==> src/rtl/heat_grid_vga_render_pkg.sv <==
// heat_vga_pkg: shared timing defaults, grid geometry, colour type and the
// temperature-to-colour map used by the heat grid VGA renderer.
package heat_vga_pkg;

  // 640x480@60 raster defaults
  localparam int DEF_H_ACTIVE = 640;
  localparam int DEF_H_FP     = 16;
  localparam int DEF_H_SYNC   = 96;
  localparam int DEF_H_BP     = 48;
  localparam int DEF_V_ACTIVE = 480;
  localparam int DEF_V_FP     = 10;
  localparam int DEF_V_SYNC   = 2;
  localparam int DEF_V_BP     = 33;

  // Grid placement defaults (cell edge must be a power of two)
  localparam int DEF_CELL_PX  = 64;
  localparam int DEF_GRID_X0  = 160;
  localparam int DEF_GRID_Y0  = 80;

  // Solver geometry
  localparam int GRID_DIM = 5;
  localparam int TEMP_W   = 4;
  localparam int ADDR_W   = 5;

  // 2 bits per channel, matching the TinyVGA PMOD
  typedef struct packed {
    logic [1:0] r;
    logic [1:0] g;
    logic [1:0] b;
  } rgb2_t;

  localparam rgb2_t RGB_BLACK = '{r: 2'b00, g: 2'b00, b: 2'b00};

  // Cold is blue, hot is red; green lights up only in the two middle bands
  // so the transition passes through cyan/yellow-ish tones.
  function automatic rgb2_t heat_colour(input logic [TEMP_W-1:0] t);
    rgb2_t c;
    logic  mid;
    mid = t[3] ^ t[2];
    c.r = t[3:2];
    c.g = {mid, t[1] & mid};
    c.b = ~t[3:2];
    return c;
  endfunction

endpackage

==> src/rtl/heat_grid_vga_render_vga_timing.sv <==
// vga_timing: free-running pixel/line counters with raw sync, active-area
// decode and a registered once-per-frame tick at the start of vertical blank.
module vga_timing
  import heat_vga_pkg::*;
#(
  parameter int H_ACTIVE = DEF_H_ACTIVE,
  parameter int H_FP     = DEF_H_FP,
  parameter int H_SYNC   = DEF_H_SYNC,
  parameter int H_BP     = DEF_H_BP,
  parameter int V_ACTIVE = DEF_V_ACTIVE,
  parameter int V_FP     = DEF_V_FP,
  parameter int V_SYNC   = DEF_V_SYNC,
  parameter int V_BP     = DEF_V_BP,
  localparam int H_TOTAL = H_ACTIVE + H_FP + H_SYNC + H_BP,
  localparam int V_TOTAL = V_ACTIVE + V_FP + V_SYNC + V_BP,
  localparam int HCNT_W  = $clog2(H_TOTAL),
  localparam int VCNT_W  = $clog2(V_TOTAL)
)(
  input  logic              clk,
  input  logic              rst,
  output logic [HCNT_W-1:0] hcnt,
  output logic [VCNT_W-1:0] vcnt,
  output logic              active,
  output logic              hsync_raw,
  output logic              vsync_raw,
  output logic              frame_tick
);

  localparam logic [HCNT_W-1:0] H_LAST_C   = HCNT_W'(H_TOTAL - 1);
  localparam logic [HCNT_W-1:0] H_ACT_C    = HCNT_W'(H_ACTIVE);
  localparam logic [HCNT_W-1:0] HS_START_C = HCNT_W'(H_ACTIVE + H_FP);
  localparam logic [HCNT_W-1:0] HS_END_C   = HCNT_W'(H_ACTIVE + H_FP + H_SYNC);
  localparam logic [VCNT_W-1:0] V_LAST_C   = VCNT_W'(V_TOTAL - 1);
  localparam logic [VCNT_W-1:0] V_ACT_C    = VCNT_W'(V_ACTIVE);
  localparam logic [VCNT_W-1:0] VS_START_C = VCNT_W'(V_ACTIVE + V_FP);
  localparam logic [VCNT_W-1:0] VS_END_C   = VCNT_W'(V_ACTIVE + V_FP + V_SYNC);

  logic [HCNT_W-1:0] hcnt_r;
  logic [VCNT_W-1:0] vcnt_r;
  logic [HCNT_W-1:0] hcnt_nxt_s;
  logic [VCNT_W-1:0] vcnt_nxt_s;
  logic              frame_tick_r;

  // Next raster position: pixel wraps at end of line, line wraps at end of frame.
  always_comb begin
    hcnt_nxt_s = hcnt_r;
    vcnt_nxt_s = vcnt_r;
    if (hcnt_r == H_LAST_C) begin
      hcnt_nxt_s = '0;
      if (vcnt_r == V_LAST_C) begin
        vcnt_nxt_s = '0;
      end else begin
        vcnt_nxt_s = vcnt_r + VCNT_W'(1'b1);
      end
    end else begin
      hcnt_nxt_s = hcnt_r + HCNT_W'(1'b1);
      vcnt_nxt_s = vcnt_r;
    end
  end

  // Counter state plus the frame tick, registered from the next position so it
  // is high exactly while the counters read (0, V_ACTIVE).
  always_ff @(posedge clk) begin
    if (rst) begin
      hcnt_r       <= '0;
      vcnt_r       <= '0;
      frame_tick_r <= 1'b0;
    end else begin
      hcnt_r       <= hcnt_nxt_s;
      vcnt_r       <= vcnt_nxt_s;
      frame_tick_r <= (hcnt_nxt_s == '0) && (vcnt_nxt_s == V_ACT_C);
    end
  end

  assign hcnt       = hcnt_r;
  assign vcnt       = vcnt_r;
  assign active     = (hcnt_r < H_ACT_C) && (vcnt_r < V_ACT_C);
  assign hsync_raw  = !((hcnt_r >= HS_START_C) && (hcnt_r < HS_END_C));
  assign vsync_raw  = !((vcnt_r >= VS_START_C) && (vcnt_r < VS_END_C));
  assign frame_tick = frame_tick_r;

endmodule

==> src/rtl/heat_grid_vga_render.sv <==
// heat_grid_vga_render: scans the VGA raster, fetches one solver cell per
// pixel and paints it as a 2-bit-per-channel heat colour. RGB and syncs both
// reach the pins two clocks after the counter value they belong to.
// cell_data must reflect cell_addr by the clock edge after cell_addr updates.
// Optional build macro GRID_LINES_EN: paints white cell borders over the map.
module heat_grid_vga_render
  import heat_vga_pkg::*;
#(
  parameter int H_ACTIVE = DEF_H_ACTIVE,
  parameter int H_FP     = DEF_H_FP,
  parameter int H_SYNC   = DEF_H_SYNC,
  parameter int H_BP     = DEF_H_BP,
  parameter int V_ACTIVE = DEF_V_ACTIVE,
  parameter int V_FP     = DEF_V_FP,
  parameter int V_SYNC   = DEF_V_SYNC,
  parameter int V_BP     = DEF_V_BP,
  parameter int CELL_PX  = DEF_CELL_PX,
  parameter int GRID_X0  = DEF_GRID_X0,
  parameter int GRID_Y0  = DEF_GRID_Y0
)(
  input  logic              clk,
  input  logic              rst,
  output logic [ADDR_W-1:0] cell_addr,
  input  logic [TEMP_W-1:0] cell_data,
  output logic [1:0]        vga_r,
  output logic [1:0]        vga_g,
  output logic [1:0]        vga_b,
  output logic              vga_hsync,
  output logic              vga_vsync,
  output logic              frame_tick
);

  localparam int H_TOTAL    = H_ACTIVE + H_FP + H_SYNC + H_BP;
  localparam int V_TOTAL    = V_ACTIVE + V_FP + V_SYNC + V_BP;
  localparam int HCNT_W     = $clog2(H_TOTAL);
  localparam int VCNT_W     = $clog2(V_TOTAL);
  localparam int CELL_SHIFT = $clog2(CELL_PX);
  localparam int GRID_PX    = GRID_DIM * CELL_PX;
  localparam int IDX_W      = $clog2(GRID_DIM);

  localparam logic [HCNT_W-1:0] GX0_C = HCNT_W'(GRID_X0);
  localparam logic [HCNT_W-1:0] GX1_C = HCNT_W'(GRID_X0 + GRID_PX);
  localparam logic [VCNT_W-1:0] GY0_C = VCNT_W'(GRID_Y0);
  localparam logic [VCNT_W-1:0] GY1_C = VCNT_W'(GRID_Y0 + GRID_PX);

  // Stage 0: raster position
  logic [HCNT_W-1:0] hcnt_s;
  logic [VCNT_W-1:0] vcnt_s;
  logic              active_s;
  logic              hsync_raw_s;
  logic              vsync_raw_s;
  logic              frame_tick_s;

  vga_timing #(
    .H_ACTIVE (H_ACTIVE),
    .H_FP     (H_FP),
    .H_SYNC   (H_SYNC),
    .H_BP     (H_BP),
    .V_ACTIVE (V_ACTIVE),
    .V_FP     (V_FP),
    .V_SYNC   (V_SYNC),
    .V_BP     (V_BP)
  ) u_timing (
    .clk        (clk),
    .rst        (rst),
    .hcnt       (hcnt_s),
    .vcnt       (vcnt_s),
    .active     (active_s),
    .hsync_raw  (hsync_raw_s),
    .vsync_raw  (vsync_raw_s),
    .frame_tick (frame_tick_s)
  );

  // Stage 0: grid decode. Offsets wrap outside the grid but are only used
  // when in_grid_s qualifies them.
  logic [HCNT_W-1:0] x_off_s;
  logic [VCNT_W-1:0] y_off_s;
  logic [IDX_W-1:0]  col_s;
  logic [IDX_W-1:0]  row_s;
  logic [ADDR_W-1:0] cell_idx_s;
  logic              in_grid_s;

  assign x_off_s    = hcnt_s - GX0_C;
  assign y_off_s    = vcnt_s - GY0_C;
  assign col_s      = IDX_W'(x_off_s >> CELL_SHIFT);
  assign row_s      = IDX_W'(y_off_s >> CELL_SHIFT);
  assign cell_idx_s = ADDR_W'(row_s) * ADDR_W'(GRID_DIM) + ADDR_W'(col_s);
  assign in_grid_s  = active_s
                   && (hcnt_s >= GX0_C) && (hcnt_s < GX1_C)
                   && (vcnt_s >= GY0_C) && (vcnt_s < GY1_C);

`ifdef GRID_LINES_EN
  localparam logic [HCNT_W-1:0] GXL_C = HCNT_W'(GRID_X0 + GRID_PX - 1);
  localparam logic [VCNT_W-1:0] GYL_C = VCNT_W'(GRID_Y0 + GRID_PX - 1);
  localparam rgb2_t RGB_WHITE_C = '{r: 2'b11, g: 2'b11, b: 2'b11};

  logic grid_line_s;
  logic grid_line_d1_r;

  // A pixel is on a border when it starts a cell row/column or closes the grid.
  assign grid_line_s = in_grid_s
                    && ((x_off_s[CELL_SHIFT-1:0] == '0)
                     || (y_off_s[CELL_SHIFT-1:0] == '0)
                     || (hcnt_s == GXL_C)
                     || (vcnt_s == GYL_C));
`endif

  // Stage 1 state
  logic [ADDR_W-1:0] cell_addr_r;
  logic              active_d1_r;
  logic              in_grid_d1_r;
  logic              hsync_d1_r;
  logic              vsync_d1_r;

  // Stage 1: present the cell address (held outside the grid) and delay the
  // qualifiers and syncs so they line up with the returning cell_data.
  always_ff @(posedge clk) begin
    if (rst) begin
      cell_addr_r    <= '0;
      active_d1_r    <= 1'b0;
      in_grid_d1_r   <= 1'b0;
      hsync_d1_r     <= 1'b1;
      vsync_d1_r     <= 1'b1;
`ifdef GRID_LINES_EN
      grid_line_d1_r <= 1'b0;
`endif
    end else begin
      if (in_grid_s) begin
        cell_addr_r <= cell_idx_s;
      end else begin
        cell_addr_r <= cell_addr_r;
      end
      active_d1_r    <= active_s;
      in_grid_d1_r   <= in_grid_s;
      hsync_d1_r     <= hsync_raw_s;
      vsync_d1_r     <= vsync_raw_s;
`ifdef GRID_LINES_EN
      grid_line_d1_r <= grid_line_s;
`endif
    end
  end

  // Stage 2 state
  rgb2_t pix_s;
  rgb2_t rgb_r;
  logic  hsync_r;
  logic  vsync_r;

  // Colour for the pixel whose cell_data is on the bus this cycle; black
  // outside the grid and throughout blanking.
  always_comb begin
    pix_s = RGB_BLACK;
    if (active_d1_r && in_grid_d1_r) begin
`ifdef GRID_LINES_EN
      if (grid_line_d1_r) begin
        pix_s = RGB_WHITE_C;
      end else begin
        pix_s = heat_colour(cell_data);
      end
`else
      pix_s = heat_colour(cell_data);
`endif
    end else begin
      pix_s = RGB_BLACK;
    end
  end

  // Stage 2: register colour and syncs so every pin changes on the same edge.
  always_ff @(posedge clk) begin
    if (rst) begin
      rgb_r   <= RGB_BLACK;
      hsync_r <= 1'b1;
      vsync_r <= 1'b1;
    end else begin
      rgb_r   <= pix_s;
      hsync_r <= hsync_d1_r;
      vsync_r <= vsync_d1_r;
    end
  end

  assign cell_addr  = cell_addr_r;
  assign vga_r      = rgb_r.r;
  assign vga_g      = rgb_r.g;
  assign vga_b      = rgb_r.b;
  assign vga_hsync  = hsync_r;
  assign vga_vsync  = vsync_r;
  assign frame_tick = frame_tick_s;

endmodule

==> config.mk <==
export PLATFORM = sky130hd
export DESIGN_NAME = heat_grid_vga_render
export DESIGN_NICKNAME = d
export VERILOG_FILES = /design/src/rtl/heat_grid_vga_render_pkg.sv /design/src/rtl/heat_grid_vga_render_vga_timing.sv /design/src/rtl/heat_grid_vga_render.sv
export SDC_FILE = /design/constraint.sdc
export NUM_CORES = 1
export LEC_CHECK = 0
export BUFFER_PORTS_ARGS = -buffer_cell sky130_fd_sc_hd__buf_4
export CAP_MARGIN = 10
export CORE_MARGIN = 3
export CORE_UTILIZATION = 40
export DETAILED_ROUTE_END_ITERATION = 7
export PLACE_DENSITY = 0.62
export SYNTH_ARGS = -nofsm -noshare
export SYNTH_HDL_FRONTEND = slang
export SYNTH_SLANG_ARGS = --single-unit
==> constraint.sdc <==
create_clock -name clk -period 2.9 [get_ports clk]
set_clock_uncertainty 0.15 [all_clocks]
set_input_delay 0.145 -clock clk [delete_from_list [all_inputs] [get_ports clk]]
set_output_delay 0.145 -clock clk [all_outputs]
set_load 0.1 [all_outputs]
==> results.tsv <==
metric	value	unit
startpoint types	flop	
top_reg_cell synth	dfxtp_1	
DR WL/cell	12.9	um
commonest cells after routing, fill and taps aside	38 x dfxtp_1, 32 x buf_4, 27 x nor2_1, 14 x xnor2_1, 14 x nor3_1	
antenna violations before repair	0	
Netlist Area Pre-Place	0.00214	mm2
Tot GR Track Use	0.145	
Max Root-Sink Buffers	2	
RR Endpoint	cell_addr[4]	
Worst Setup End Kind	flop	
CTS tree	yes	
final hold vios	0	
area leader, netlist	dfxtp_1	
grt met2 use	0.222	
Critical R2R Launch	u_timing.vcnt[5]	
most common library cell in the layout ignoring fill and taps	dfxtp_1	
drt total wl	4270	um
Fin Setup TNS	0	ns
Leak	0.946	nW
Reg2Reg Depth	11	
area post-placement	0.00237	mm2
layer with the highest usage	met2	
core area	0.00494	mm2
routed vias/inst	5.11	
register area	761	um2
share of layout cells above drive strength 1	0.223	
flop and latch count out of synthesis	38	
met1 usage	0.191	
routing usage on met3	0.0340	
number of global-route vias before repair	1611	
grt ovf	0	
clock root buffer	clkbuf_8	
sequential share of the synthesized area	0.356	
Max Slew Vio Count	0	
Port Buffer Count	18	
TritonCTS buffer count	5	
P&R area growth vs syn	19.1	%
end of the critical path	cell_addr[4]	
largest net degree at the start of global routing	27	
Hold Crit Class	input port to flop	
final instance area	0.00255	mm2
CP Max Fanout	3	
largest cells by area after synthesis	dfxtp_1 36%, ha_1 8.8%, xnor2_1 5.7%	
# nets final	286	
required time worst endpoint	2.93	ns
CP Class	flop to flop	
Max IR drop VDD	0.255	mV
top cell type's share of synthesized area	0.356	
Post-synth ARST share	0	
Post-Place Worst Slack	0.0675	ns
worst-margin pin slew	0.543	ns
Worst Setup SP	u_timing.vcnt[5]	
DRT antenna net count	0	
# rows	25	
Slew HR	0.636	
Post-synth EDFFs	0	
R2R setup slack	0.13	ns
Final setup violation count	0	
Initial Util	0.433	
min Tclk post-route	2.77	ns
1st-pass router iterations	4	
Top Ports	20	
die width	79.1	um
die height	79.1	um
DRC Markers	0	
Post-CTS Setup Repair Bufs	0	
Syn Inst Count	240	
syn nets	262	
slack of the critical path	0.132	ns
fmax	361	MHz
clk sinks	38	
Synth cell types	51	
Worst Path Arrival	2.80	ns
status	complete, no violations	
ANT cells	0	
Synthesis Warnings	0	
Starting DRT DRC Count	60	
DR vias	1695	
maxcap violations	0	
Tcrit/Tclk final	0.955	
final estimated routing congestion in global placement	0.844	
first-pass GRT wire length	7220	um
worst-skew pair later-pin latency	0.29	ns
htree depth	2	
HPWL Detailed	3070	um
multi-input combinational cell area	0.00128	mm2
Layout fillers	481	
die area	0.00626	mm2
PD cells	411	mW/mm2
syn avg cell area	8.91	um2
clk slew on worst S/H paths	0.08	ns
## flip-flops by register name, summed over array words and instances (netlist names), 2 cells and up
signal	cells
u_timing.hcnt	10
vga_r	2
u_timing.vcnt	10
vga_b	2
cell_addr	5
vga_g	2
## worst max-delay path, cell delays in order, from the launching register on
cell	delay, ns
dfxtp_1	0.33
or3_4	0.38
nor2b_2	0.19
ha_4	0.28
ha_4	0.20
ha_1	0.29
a21o_1	0.20
a21oi_2	0.15
xnor2_1	0.14
xnor2_1	0.13
mux2i_1	0.08
nor2b_1	0.14
## final cells by class
cell class | count | share of cell area
Tap cell | 67 | 0.0329
Timing Repair Buffer | 35 | 0.106
Inverter | 10 | 0.0147
Multi-Input combinational cell | 174 | 0.503
Sequential cell | 38 | 0.299
Clock buffer | 5 | 0.0270
Clock inverter | 3 | 0.0177
## power breakdown
group	internal (mW)	switching (mW)
combinational	0.0268	0.0292
sequential	0.527	0.00736
clock	0.256	0.202
total	0.809	0.239
## stage by stage
step,power [mW],util,instances,hold WS [ns]
2_1_floorplan,0.584,-,240,0.0674
3_3_place_gp,0.598,0.481,321,0.182
3_5_place_dp,0.598,0.481,321,0.184
4_1_cts,1.07,0.510,332,0.0533
5_1_grt,1.09,0.515,332,0.0692
6_report,1.05,0.515,332,0.0588
## kinds of logic (layout without fill, tap and decap cells)
group                      count (synthesis)  count (layout)  share of synthesized area
and+or+nand+nor                          104             104                      0.280
DFF                                       38              38                      0.356
muxes                                      5               5                     0.0234
buffers and inverters                     28              53                     0.0649
AOI/OAI and AO/OA                         27              27                     0.0895
adders and majority gates                 16              16                     0.0971
xor gates and xnor gates                  22              22                     0.0901
## routing by layer
metal	part of all wire	up-vias
met5	0	-
met4	0.015	0
met3	0.054	6
met2	0.45	45
met1	0.48	771
li1	-	873
## Yosys cell counts (2+ instances only)
library cell,count
clkbuf_1,6
nand4_1,5
nor4b_1,3
xnor2_1,14
nor3_1,14
ha_1,15
a21o_1,2
or3_1,2
a211oi_1,2
o21ai_0,5
nand2_1,11
and4_1,3
nor2b_1,5
or2_2,3
nor2_1,28
a21oi_1,6
mux2i_1,5
a31oi_1,2
nand3_1,12
and2_1,4
buf_2,8
xor2_1,8
inv_1,10
dfxtp_1,38
buf_6,3
## worst min-delay path by stage
stage	start	to	slack, ns	cells past startpoint
final	rst	cell_addr[0]	0.06	2
after global routing	rst	cell_addr[0]	0.07	2
after CTS	rst	cell_addr[0]	0.05	2
after detailed placement	cell_data[2]	vga_b[0]	0.18	2
after global placement	cell_data[2]	vga_b[0]	0.18	2
after floorplan	cell_data[2]	vga_b[0]	0.07	1
## timing repair
action	in CTS	in global routing
hold buffers	3	0
endpoints found under the hold margin	6	0
setup endpoints to repair	0	1
resized for setup	0	5
Power figures use the tool's default switching activity.
